===== src/rtl/player_pkg.sv =====
// Shared definitions for the player movement logic: direction indices,
// scheduler FSM encoding and screen geometry.
package player_pkg;

   localparam logic [1:0] DIR_UP    = 2'd0;
   localparam logic [1:0] DIR_DOWN  = 2'd1;
   localparam logic [1:0] DIR_LEFT  = 2'd2;
   localparam logic [1:0] DIR_RIGHT = 2'd3;

   localparam int SCREEN_W = 640;
   localparam int SCREEN_H = 480;

   typedef enum logic [1:0] {
      IDLE   = 2'd0,
      DELAY  = 2'd1,
      REPEAT = 2'd2
   } state_e;

   // One-hot grant to direction index; a zero vector maps to DIR_UP.
   function automatic logic [1:0] onehot_to_dir(input logic [3:0] oh);
      logic [1:0] dir;
      dir = DIR_UP;
      for (int i = 0; i < 4; i++) begin
         if (oh[i]) dir = 2'(i);
      end
      return dir;
   endfunction

endpackage


===== src/rtl/rr_dir_arbiter.sv =====
// Combinational round-robin arbiter over the four movement directions,
// searching upward from ptr_i and wrapping modulo 4.
module rr_dir_arbiter (
   input  logic [3:0] elig_i,
   input  logic [1:0] ptr_i,
   output logic [3:0] grant_o,
   output logic       valid_o
);

   logic [1:0] idx;

   always_comb begin
      grant_o = '0;
      valid_o = 1'b0;
      idx     = ptr_i;
      for (int i = 0; i < 4; i++) begin
         idx = ptr_i + 2'(i);
         if (!valid_o && elig_i[idx]) begin
            grant_o[idx] = 1'b1;
            valid_o      = 1'b1;
         end
      end
   end

endmodule


===== src/rtl/player_move_scheduler.sv =====
// Tick-driven player movement scheduler: arbitrates direction buttons,
// applies hold-to-repeat, bounds-checks and tracks the player position.
module player_move_scheduler
   import player_pkg::*;
#(
   parameter int STEP         = 12,
   parameter int H_MIN        = 0,
   parameter int H_MAX        = SCREEN_W - STEP,
   parameter int V_MIN        = 0,
   parameter int V_MAX        = SCREEN_H - STEP,
   parameter int H_START      = 308,
   parameter int V_START      = 384,
   parameter int REPEAT_DELAY = 8,
   parameter int REPEAT_RATE  = 3
) (
   input  logic        btnClk,
   input  logic        rst,
   input  logic        tick,
   input  logic [3:0]  btns,
   input  logic [3:0]  blocked,
   output logic        upEnable,
   output logic        downEnable,
   output logic        leftEnable,
   output logic        rightEnable,
   output logic [31:0] hPos,
   output logic [31:0] vPos,
   output logic        moving
);

   localparam int CNT_W = 16;

   localparam logic signed [31:0] STEP_S  = STEP;
   localparam logic signed [31:0] H_MIN_S = H_MIN;
   localparam logic signed [31:0] H_MAX_S = H_MAX;
   localparam logic signed [31:0] V_MIN_S = V_MIN;
   localparam logic signed [31:0] V_MAX_S = V_MAX;
   localparam logic signed [31:0] H_RST_S = H_START;
   localparam logic signed [31:0] V_RST_S = V_START;

   localparam logic [CNT_W-1:0] DELAY_LAST  = CNT_W'(REPEAT_DELAY - 1);
   localparam logic [CNT_W-1:0] REPEAT_LAST = CNT_W'(REPEAT_RATE - 1);

   state_e                    state_q, state_d;
   logic        [CNT_W-1:0]   cnt_q, cnt_d;
   logic        [1:0]         lock_q, lock_d;
   logic        [1:0]         rr_q, rr_d;
   logic signed [31:0]        h_pos_q, h_pos_d;
   logic signed [31:0]        v_pos_q, v_pos_d;
   logic        [3:0]         en_q, en_d;
   logic                      moving_q, moving_d;

   logic [3:0] in_range;
   logic [3:0] opp_pressed;
   logic [3:0] elig;
   logic [3:0] grant_oh;
   logic       grant_vld;
   logic [1:0] grant_dir;
   logic       arb_take;
   logic       step_en;
   logic [1:0] step_dir;
   logic [CNT_W-1:0] cnt_last;

   // A direction is legal only if the resulting position stays inside the box.
   always_comb begin
      in_range[DIR_UP]    = (v_pos_q - STEP_S) >= V_MIN_S;
      in_range[DIR_DOWN]  = (v_pos_q + STEP_S) <= V_MAX_S;
      in_range[DIR_LEFT]  = (h_pos_q - STEP_S) >= H_MIN_S;
      in_range[DIR_RIGHT] = (h_pos_q + STEP_S) <= H_MAX_S;
   end

   assign opp_pressed = {btns[DIR_LEFT], btns[DIR_RIGHT], btns[DIR_UP], btns[DIR_DOWN]};
   assign elig        = btns & ~blocked & ~opp_pressed & in_range;

   rr_dir_arbiter u_arb (
      .elig_i  (elig),
      .ptr_i   (rr_q),
      .grant_o (grant_oh),
      .valid_o (grant_vld)
   );

   assign grant_dir = onehot_to_dir(grant_oh);

   always_comb begin
      state_d  = state_q;
      cnt_d    = cnt_q;
      lock_d   = lock_q;
      rr_d     = rr_q;
      h_pos_d  = h_pos_q;
      v_pos_d  = v_pos_q;
      arb_take = 1'b0;
      step_en  = 1'b0;
      step_dir = lock_q;
      cnt_last = (state_q == DELAY) ? DELAY_LAST : REPEAT_LAST;

      if (tick) begin
         case (state_q)
            DELAY, REPEAT: begin
               // Releasing the locked button falls back to arbitration on this same tick.
               if (!btns[lock_q]) begin
                  arb_take = 1'b1;
               end else if (cnt_q == cnt_last) begin
                  cnt_d   = '0;
                  state_d = REPEAT;
                  if (elig[lock_q]) begin
                     step_en  = 1'b1;
                     step_dir = lock_q;
                  end
               end else begin
                  cnt_d = cnt_q + 1'b1;
               end
            end
            default: arb_take = 1'b1;
         endcase

         if (arb_take) begin
            state_d = IDLE;
            cnt_d   = '0;
            if (grant_vld) begin
               step_en  = 1'b1;
               step_dir = grant_dir;
               lock_d   = grant_dir;
               rr_d     = grant_dir + 2'd1;
               state_d  = DELAY;
            end
         end
      end

      if (step_en) begin
         case (step_dir)
            DIR_UP:    v_pos_d = v_pos_q - STEP_S;
            DIR_DOWN:  v_pos_d = v_pos_q + STEP_S;
            DIR_LEFT:  h_pos_d = h_pos_q - STEP_S;
            default:   h_pos_d = h_pos_q + STEP_S;
         endcase
      end
   end

   assign en_d     = step_en ? (4'b0001 << step_dir) : 4'b0000;
   assign moving_d = (state_d != IDLE);

   always_ff @(posedge btnClk or negedge rst) begin
      if (!rst) begin
         state_q  <= IDLE;
         cnt_q    <= '0;
         lock_q   <= DIR_UP;
         rr_q     <= 2'd0;
         h_pos_q  <= H_RST_S;
         v_pos_q  <= V_RST_S;
         en_q     <= 4'b0000;
         moving_q <= 1'b0;
      end else begin
         state_q  <= state_d;
         cnt_q    <= cnt_d;
         lock_q   <= lock_d;
         rr_q     <= rr_d;
         h_pos_q  <= h_pos_d;
         v_pos_q  <= v_pos_d;
         en_q     <= en_d;
         moving_q <= moving_d;
      end
   end

   assign upEnable    = en_q[DIR_UP];
   assign downEnable  = en_q[DIR_DOWN];
   assign leftEnable  = en_q[DIR_LEFT];
   assign rightEnable = en_q[DIR_RIGHT];
   assign hPos        = h_pos_q;
   assign vPos        = v_pos_q;
   assign moving      = moving_q;

endmodule


===== config.mk =====
export PLATFORM = sky130hd
export DESIGN_NAME = player_move_scheduler
export DESIGN_NICKNAME = d
export VERILOG_FILES = /design/src/rtl/player_pkg.sv /design/src/rtl/rr_dir_arbiter.sv /design/src/rtl/player_move_scheduler.sv
export SDC_FILE = /design/constraint.sdc
export NUM_CORES = 1
export LEC_CHECK = 0
export CAP_MARGIN = 20
export CORE_ASPECT_RATIO = 1.4
export CORE_MARGIN = 10
export CORE_UTILIZATION = 40
export CTS_CLUSTER_SIZE = 10
export DETAILED_ROUTE_END_ITERATION = 6
export PLACE_DENSITY = 0.61
export SLEW_MARGIN = 10
export SYNTH_ARGS = -nofsm -noshare
export SYNTH_HDL_FRONTEND = slang
export SYNTH_HIERARCHICAL = 1
export SYNTH_SLANG_ARGS = --single-unit

===== constraint.sdc =====
create_clock -name btnClk -period 12 [get_ports btnClk]
set_clock_uncertainty 0.1 [all_clocks]
set_input_delay 1.2 -clock btnClk [delete_from_list [all_inputs] [get_ports btnClk]]
set_output_delay 1.2 -clock btnClk [all_outputs]
set_load 0.05 [all_outputs]

Word-level counts from Yosys, hierarchy flattened --
Index checks and enable logic that the tools add are counted.
Storage, ports and cells: register bits 91, input port bits 11, output and inout port bits 69, word-level logic and storage cells 124
Operators by class: add/sub/neg operators 9, magnitude comparators 13, eq/ne operators 5, shift-type cells 1, mux-type cells 58, bitwise operators 9, reductions and logical operators 21
Operator list (number):
- 32-bit one-hot mux with 2 select lines | 2
- 32-bit by 5-bit adder with 32-bit output (second input constant) | 2
- 32-bit by 1-bit greater-or-equal comparator with 1-bit output (second input constant) | 2
- 16-bit 2-to-1 mux | 4
- 32-bit by 5-bit subtractor with 32-bit output (second input constant) | 2
- 32-bit by 10-bit <= comparator with 1-bit output (second input constant) | 1
- 32-bit by 11-bit <= comparator with 1-bit output (second input constant) | 1
- 1-bit 2-to-1 mux | 26
- 2-bit 2-to-1 mux | 10
- 4-bit 2-to-1 mux | 5
- 16-bit by 1-bit adder with 16-bit output (second input constant) | 1
- 16-bit by 3-bit == test with 1-bit output | 1
- 2-bit by 3-bit less-than comparator with 1-bit output (second input constant) | 5
- 4-bit AND | 3
- 1-bit binary-select mux with 2-bit select | 6
- 4-bit OR | 3
- 1-bit demux with 2-bit select | 4
- 2-bit by 1-bit greater-or-equal comparator with 1-bit output (second input constant) | 4
- 4-bit inverter | 2
- 2-bit nonzero test | 4
- 1-bit logical AND | 7
- 3-bit AND reduction | 2
- 2-bit by 1-bit adder with 2-bit output (second input constant) | 2
- 2-bit adder (second input constant) | 2
- 9 further kinds | 15

Depth between registers and ports, before layout --
Gate-level depths: netlist (run 1).
word-level depth 26, mapped depth 25

Hierarchy --
Netlist (run 1), hierarchy kept.
By module, submodules not included:
- player_move_scheduler | instances 1, cells each 805, area each 6582.6 um2, sequential area each 2184.6 um2
- rr_dir_arbiter | instances 1, cells each 62, area each 494.2 um2, sequential area each 0.0 um2

Least setup slack after synthesis (run 1) --
OpenSTA, ideal clock, no wires.
path type register to register, start register v_pos_q[2], in the netlist vPos[2], end register h_pos_q[30], in the netlist hPos[30], setup time 83 ps, arrival 6157 ps, required time 11817 ps, path slack 5659 ps, cell stages (with the launch flop) 23, buffers on the path 4, clock period less this slack 6341 ps, cells stage by stage dfrtp_1 > clkbuf_1 > inv_1 > ha_1 > nand3b_1 > or4_1 > clkbuf_1 > or4_1 > a32o_1 > or4_1 > nor4_1 > a21o_1 > or3b_1 > a2111o_1 > nand3_2 > o2bb2ai_1 > nor2_1 > mux2i_1 > clkbuf_1 > clkbuf_1 > a41oi_1 > a21oi_1 > xor2_1
RTL lines:
- start, declared | line player_move_scheduler.sv:48 | logic signed [31:0] v_pos_q, v_pos_d;
- start signal, assigned | line player_move_scheduler.sv:157 | v_pos_q <= v_pos_d;
- 32-bit by 5-bit adder with 32-bit output * | line player_move_scheduler.sv:66 | in_range[DIR_DOWN] = (v_pos_q + STEP_S) <= V_MAX_S;
- 32-bit by 10-bit <= comparator with 1-bit output * | line player_move_scheduler.sv:66
- 4-bit AND * | line player_move_scheduler.sv:72 | assign elig = btns & ~blocked & ~opp_pressed & in_range;
- named net elig[1] | line player_move_scheduler.sv:54 | logic [3:0] elig;
- 1-bit binary-select mux with 2-bit select | line rr_dir_arbiter.sv:18 | if (!valid_o && elig_i[idx]) begin
- 1-bit 2-to-1 mux (implied by the code) | line rr_dir_arbiter.sv:18
- 1-bit 2-to-1 mux | line rr_dir_arbiter.sv:18
- 1-bit logical NOT | line rr_dir_arbiter.sv:18
- [... 7 more ...]
- 4-bit 2-to-1 mux * | line rr_dir_arbiter.sv:18
- named net grant_oh[3] | line player_move_scheduler.sv:55 | logic [3:0] grant_oh;
- 2-bit 2-to-1 mux * | line player_pkg.sv:24 | if (oh[i]) dir = 2'(i);
- 2-bit 2-to-1 mux * (3 in series)
- 2-bit by 1-bit == test with 1-bit output or 2-bit logical NOT (tied branches) | line player_move_scheduler.sv:129 | case (step_dir)
- 2-bit OR reduction (no source line)
- 1-bit inverter (no source line)
- 2-bit AND reduction (no source line)
- end signal, assigned | line player_move_scheduler.sv:156 | h_pos_q <= h_pos_d;
- end, declared | line player_move_scheduler.sv:47 | logic signed [31:0] h_pos_q, h_pos_d;
Mark *: on every way through the listed nets, which the timed path passes. The rest lies on a longest branch. The select of a mux whose other input is x is not followed. A chain may end at the register's enable or synchronous reset.

Worst setup path after layout (run 1) --
start register v_pos_q[2], in the netlist vPos[2], end register h_pos_q[16], in the netlist hPos[16]
RTL lines (line):
- 32-bit by 5-bit adder with 32-bit output * | player_move_scheduler.sv:66
- 32-bit by 10-bit <= comparator with 1-bit output * | player_move_scheduler.sv:66
- 4-bit AND * | player_move_scheduler.sv:72
- named net elig[1] | player_move_scheduler.sv:54
- 1-bit binary-select mux with 2-bit select | rr_dir_arbiter.sv:18
- 1-bit 2-to-1 mux (implied by the code) | rr_dir_arbiter.sv:18
- 1-bit 2-to-1 mux | rr_dir_arbiter.sv:18
- 1-bit logical NOT | rr_dir_arbiter.sv:18
- [... 7 more ...]
- 4-bit 2-to-1 mux * | rr_dir_arbiter.sv:18
- named net grant_oh[2] | player_move_scheduler.sv:55
- 2-bit 2-to-1 mux * (2 in series) | player_pkg.sv:24
- 2-bit 2-to-1 mux * (3 in series)
- 2-bit by 1-bit == test with 1-bit output or 2-bit logical NOT (tied branches) | player_move_scheduler.sv:129
- 2-bit OR reduction (no source line)
- 1-bit inverter (no source line)
- 2-bit AND reduction (no source line)
Marked as above.

==> impl_metrics.json, run 1 <==
{
  "reg2reg_depth": 23,
  "critPathRequiredTime_ps": 12170,
  "path_cells": "inv_1, ha_1, nand3b_1, or4_1, or4_1, a32o_1, or4_1, nor4_1, a21o_1, or3b_1, a2111o_1, nand3_2, o2bb2ai_1, inv_1, nor2_1, mux2i_2, buf_4, nor2b_1, nand2_1, nor4_1, a31oi_1, a21oi_1, xor2_1",
  "cts.sinks": 87,
  "vias_per_cell": 5.80,
  "p_per_area_nw_per_um2": 176,
  "clkLatencyLatePin_ps": 350,
  "dr.pass1.iters": 5,
  "layout.nets": 913,
  "top_layer": "met4",
  "critPathLaunchType": "flop",
  "cts_resized": 0,
  "slowest_delay_ps": 640,
  "arrival_ps": 6950,
  "synthesis.area_um2": 7020,
  "wl_met3_um": 1080,
  "period_needed_ps": 6770,
  "layout_commonest_cell": "nor2_1",
  "h-tree-depth": 3,
  "fin_crit_sh_pct": 56.4,
  "post_drt_wl_per_cell_um": 18.1,
  "min_path_type": "reg2reg",
  "fin_util_pct": 46.9,
  "place.gp.congestion": 0.928,
  "met2_length_um": 10200,
  "io_pins": 80,
  "syn_to_final_growth_pct": 15.7,
  "yosysWarnings": 6,
  "status": "finished clean",
  "cts_setup_buffers": 0,
  "cts_tree": "yes",
  "die_h_um": 177,
  "p_leak_nw": 3.27,
  "postCtsHoldBufs": 0,
  "critPathCaptureType": "flop",
  "start_util_pct": 40.5,
  "detailed_place_hpwl_um": 14600,
  "insertedDiodeCount": 0,
  "fmax_ghz": 0.148,
  "critPathSlowestCell": "or4_1",
  "rsz0062_at_grt": "no",
  "final_cell_mix": "nor2_1, dfrtp_1, clkdlybuf4s50_1, nand2_1",
  "drive_gt1_share_pct": 7.52,
  "grt_first_pass_wirelength_um": 33600,
  "setup_viol": 0,
  "rows": 57,
  "antenna_left": 0,
  "worstMarginPinSlew_ps": 956,
  "path_common_cell": "or4_1",
  "clk_pin_slew_ps": 60,
  "grtUsageTotal_pct": 17.2,
  "clockBufferDepth": 2,
  "path_class": "reg2reg",
  "cts_root_buf": "clkbuf_16",
  "grt_max_degree": 53,
  "irDropWorstVdd_v": 0.0000815,
  "grt_remaining_overflow": 0,
  "first_global_vias": 6625,
  "wl_um": 20400,
  "maxSlewHeadroom_pct": 36.1,
  "hold_violations": 0,
  "met1_length_um": 8620,
  "dieArea_um2": 23300,
  "core_um2": 17300,
  "synthCells": 860,
  "antenna_found_initial": 0,
  "maxSlewViolCount": 0,
  "num_vias": 6536,
  "min_path_cells": 1,
  "cts_buffers": 9,
  "drc": 0,
  "fin_tns_setup_ps": 0,
  "numPortBuffers": 75,
  "first_iter_violations": 461,
  "crit_path_max_fanout": 33,
  "syn_area_per_cell_um2": 8.17,
  "maxCapViolCount": 0,
  "die_w_um": 132
}
## worst paths after layout
kind | startpoint | end | slack, ps
min reg2reg | cnt_q[1] | cnt_q[1] | 440
max reg2reg | vPos[2] | hPos[16] | 5230
min | cnt_q[1] | cnt_q[1] | 440
min in group asynchronous | rst | vPos[9] | 710
max in group asynchronous | rst | hPos[21] | 10040
max | vPos[2] | hPos[16] | 5230
## per-stage QoR
stage          power, mW  cell area, um2  setup slack (ps)  hold WS (ps)  std cells
2_1_floorplan      0.953            7040              5670           396        863
3_3_place_gp        1.15            7830              5500           418       1110
3_5_place_dp        1.15            7830              5330           433       1110
4_1_cts             1.44            8120              5300           446       1126
5_1_grt             1.52            8130              4760           475       1127
6_report            1.43            8130              5230           440       1127
## worst max-delay path: cells and delay by family, from the launching register on
kind / cells / cell delay [ps]
flip-flops: 1 / 580
multiplexers: 1 / 80
XOR/XNOR: 1 / 150
buffers and inverters: 3 / 520
adder cells (fa/ha/maj): 1 / 270
AND/OR/NAND/NOR: 11 / 3650
AO/OA/AOI/OAI: 6 / 1340
## sequential cells by signal, indices dropped and copies added, names as in the netlist
signal / cells
hPos: 30
rr_q: 2
state_q: 2
lock_q: 2
moving: 1
en_q: 4
cnt_q: 16
vPos: 30
## final cells by class
cell class,count,area (um2)
inverter,25,93.8
tap,236,295
clock inverter,3,42.5
fill,1733,9210
multi-input combinational,679,4450
timing repair buffer,84,813
sequential,87,2180
clock buffer,13,250
## metal layers
layer / GRT usage (%) / vias to the layer above
met1: 20.0 / 3127
li1: - / 3188
met3: 3.55 / 37
met2: 30.3 / 184
met5: 0 / -
met4: 6.88 / 0
## power by group
part | internal (mW) | switching [mW] | total, mW
sequential | 0.346 | 0.132 | 0.478
combinational | 0.237 | 0.433 | 0.670
clock | 0.167 | 0.119 | 0.286
total | 0.750 | 0.684 | 1.43
Power figures use the tool's default switching activity.
==> run 2, diff against run 1 <==
PLACE_DENSITY = 0.63   (was 0.61)
clock period = 5.5 ns   (was 12 ns; I/O delays follow)
==> run 2 against run 1 <==
Via count rose by 7.9%. Worst setup slack got worse by 5000 ps. Final cell count rose by 7.7%. Die area did not move. Clock power rose by 110%.
==> impl_metrics.json, run 2 (synthesis results as in run 1) <==
{
  "min_path_type": "in2async",
  "grt_remaining_overflow": 0,
  "path_cells": "inv_4, ha_4, nand3b_1, or4_4, buf_4, nor3_1, mux2_2, a41oi_2, nor4_4, a21o_1, buf_4, mux4_2, a31o_1, a221oi_2, o2bb2ai_4, nor3_1, a211oi_1, o41ai_2, nand2_1, buf_12, a211oi_1, xnor2_1",
  "wl_um": 21700,
  "swShare_pct": 47.3,
  "p_leak_nw": 3.75,
  "p_int_mw": 1.80,
  "slowest_delay_ps": 510,
  "final_cell_mix": "buf_4, nor2_1, dfrtp_1, clkdlybuf4s50_1",
  "maxSlewViolCount": 0,
  "io_pins": 80,
  "irDropWorstVdd_v": 0.000307,
  "fin_tns_setup_ps": 0,
  "place.gp.congestion": 0.970,
  "path_class": "reg2reg",
  "grt_max_degree": 53,
  "critPathSlowestCell": "or4_4",
  "final_area_um2": 9050,
  "cts.sinks": 87,
  "fmax_ghz": 0.189,
  "placed_area_um2": 8540,
  "num_vias": 7055,
  "arrival_ps": 5470,
  "antenna_found_initial": 0,
  "worst-path-buf-inv": 4,
  "crit_path_max_fanout": 17,
  "start_util_pct": 40.5,
  "worstMarginPinSlew_ps": 827,
  "p_per_area_nw_per_um2": 378,
  "rsz0062_at_grt": "yes",
  "clockBufferDepth": 2,
  "maxSlewHeadroom_pct": 44.6,
  "first_iter_violations": 493,
  "die_w_um": 132,
  "p_clk_share_pct": 17.3,
  "cp_top_family": "compound AO/OA/AOI/OAI gates",
  "layout.nets": 1000,
  "status": "finished clean",
  "detailed_place_hpwl_um": 16100,
  "period_needed_ps": 5290,
  "holdWs_ps": 59.1,
  "die_h_um": 177,
  "drc": 0,
  "layout_commonest_cell": "buf_4",
  "grt_first_pass_wirelength_um": 35400,
  "critPathRequiredTime_ps": 5680,
  "grtUsageTotal_pct": 18.3,
  "maxCapViolCount": 0,
  "h-tree-depth": 3,
  "p_seq_share_pct": 27.0,
  "cts_tree": "yes",
  "antenna_left": 0,
  "critPathLaunchType": "flop",
  "first_global_vias": 6890,
  "hold_violations": 0,
  "dieArea_um2": 23300,
  "vias_per_cell": 5.81,
  "numPortBuffers": 75,
  "clkLatencyLatePin_ps": 360,
  "insertedDiodeCount": 0,
  "syn_to_final_growth_pct": 28.8,
  "drive_gt1_share_pct": 19.8,
  "cts_root_buf": "clkbuf_16",
  "p_sw_mw": 1.62,
  "clk_pin_slew_ps": 60,
  "rows": 57,
  "combPwrFrac_pct": 55.7,
  "fin_crit_sh_pct": 96.1,
  "post_drt_wl_per_cell_um": 17.9,
  "dr.pass1.iters": 5,
  "cts_buffers": 9,
  "setup_viol": 0,
  "critPathCaptureType": "flop",
  "core_um2": 17300
}
==> run 2: worst paths after layout <==
kind / startpoint / endpoint / slack [ps] / cells after the start
hold / removal: rst / hPos[20] / 60 / 1
setup / recovery: vPos[3] / vPos[4] / 210 / 22
setup reg to reg: vPos[3] / vPos[4] / 210 / 22
max in group asynchronous: rst / cnt_q[4] / 4190 / 2
min in group btnClk: cnt_q[0] / cnt_q[0] / 450 / 1
hold reg to reg: cnt_q[0] / cnt_q[0] / 450 / 1
==> run 2: metrics by stage <==
step | setup slack (ps) | power, mW | std cells | utilization (%)
after floorplan | -282 | 2.14 | 863 | -
after global placement | 151 | 2.76 | 1190 | 49.3
after detailed placement | -16.9 | 2.75 | 1190 | 49.3
after global routing | -50.9 | 3.62 | 1214 | 52.2
final | 214 | 3.42 | 1214 | 52.2
after CTS | 29.1 | 3.36 | 1208 | 51.0
==> run 2: layer usage <==
layer  up-vias  part of all wire (%)  routed length (um)  track usage, %
li1       3375                     -                   -               -
met1      3404                    40                8680            20.5
met2       227                    52               11300            32.9
met3        49                   4.8                1040            3.18
met4         0                   3.2                 699            8.92
met5         -                     0                   0               0
==> run 2: power groups by stage <==
stage               combinational [mW]  clock, mW  sequential, mW
floorplan                        0.977          0            1.16
global placement                  1.83          0           0.929
detailed placement                1.82          0           0.931
CTS                               1.83      0.607           0.920
global route                      2.04      0.634           0.944
finish                            1.90      0.592           0.924
==> run 2: what timing repair did <==
item / 4_1_cts / 5_1_grt
hold buffers: 0 / 0
pin swaps: 0 / 11
buffers inserted: 2 / 6
resized for setup: 1 / 34
setup endpoints to repair: 1 / 47
==> run 2: layout make-up <==
class	instances	area (um2)
fillers	1674	8280
flip-flops and latches	87	2190
clock buffers	10	229
inverters	25	98.8
repair buffers	171	1520
clock inverters	6	45.0
multi-input cells	679	4670
well taps	236	295
==> run 2: worst register-to-register path, stage by stage, from the launching register on <==
cell and delay, ps:
dfrtp_2 390, inv_4 50, ha_4 150, nand3b_1 160, or4_4 510, buf_4 190
nor3_1 150, mux2_2 360, a41oi_2 310, nor4_4 80, a21o_1 200, buf_4 150
mux4_2 480, a31o_1 220, a221oi_2 260, o2bb2ai_4 120, nor3_1 340, a211oi_1 110
o41ai_2 80, nand2_1 190, buf_12 200, a211oi_1 230, xnor2_1 150
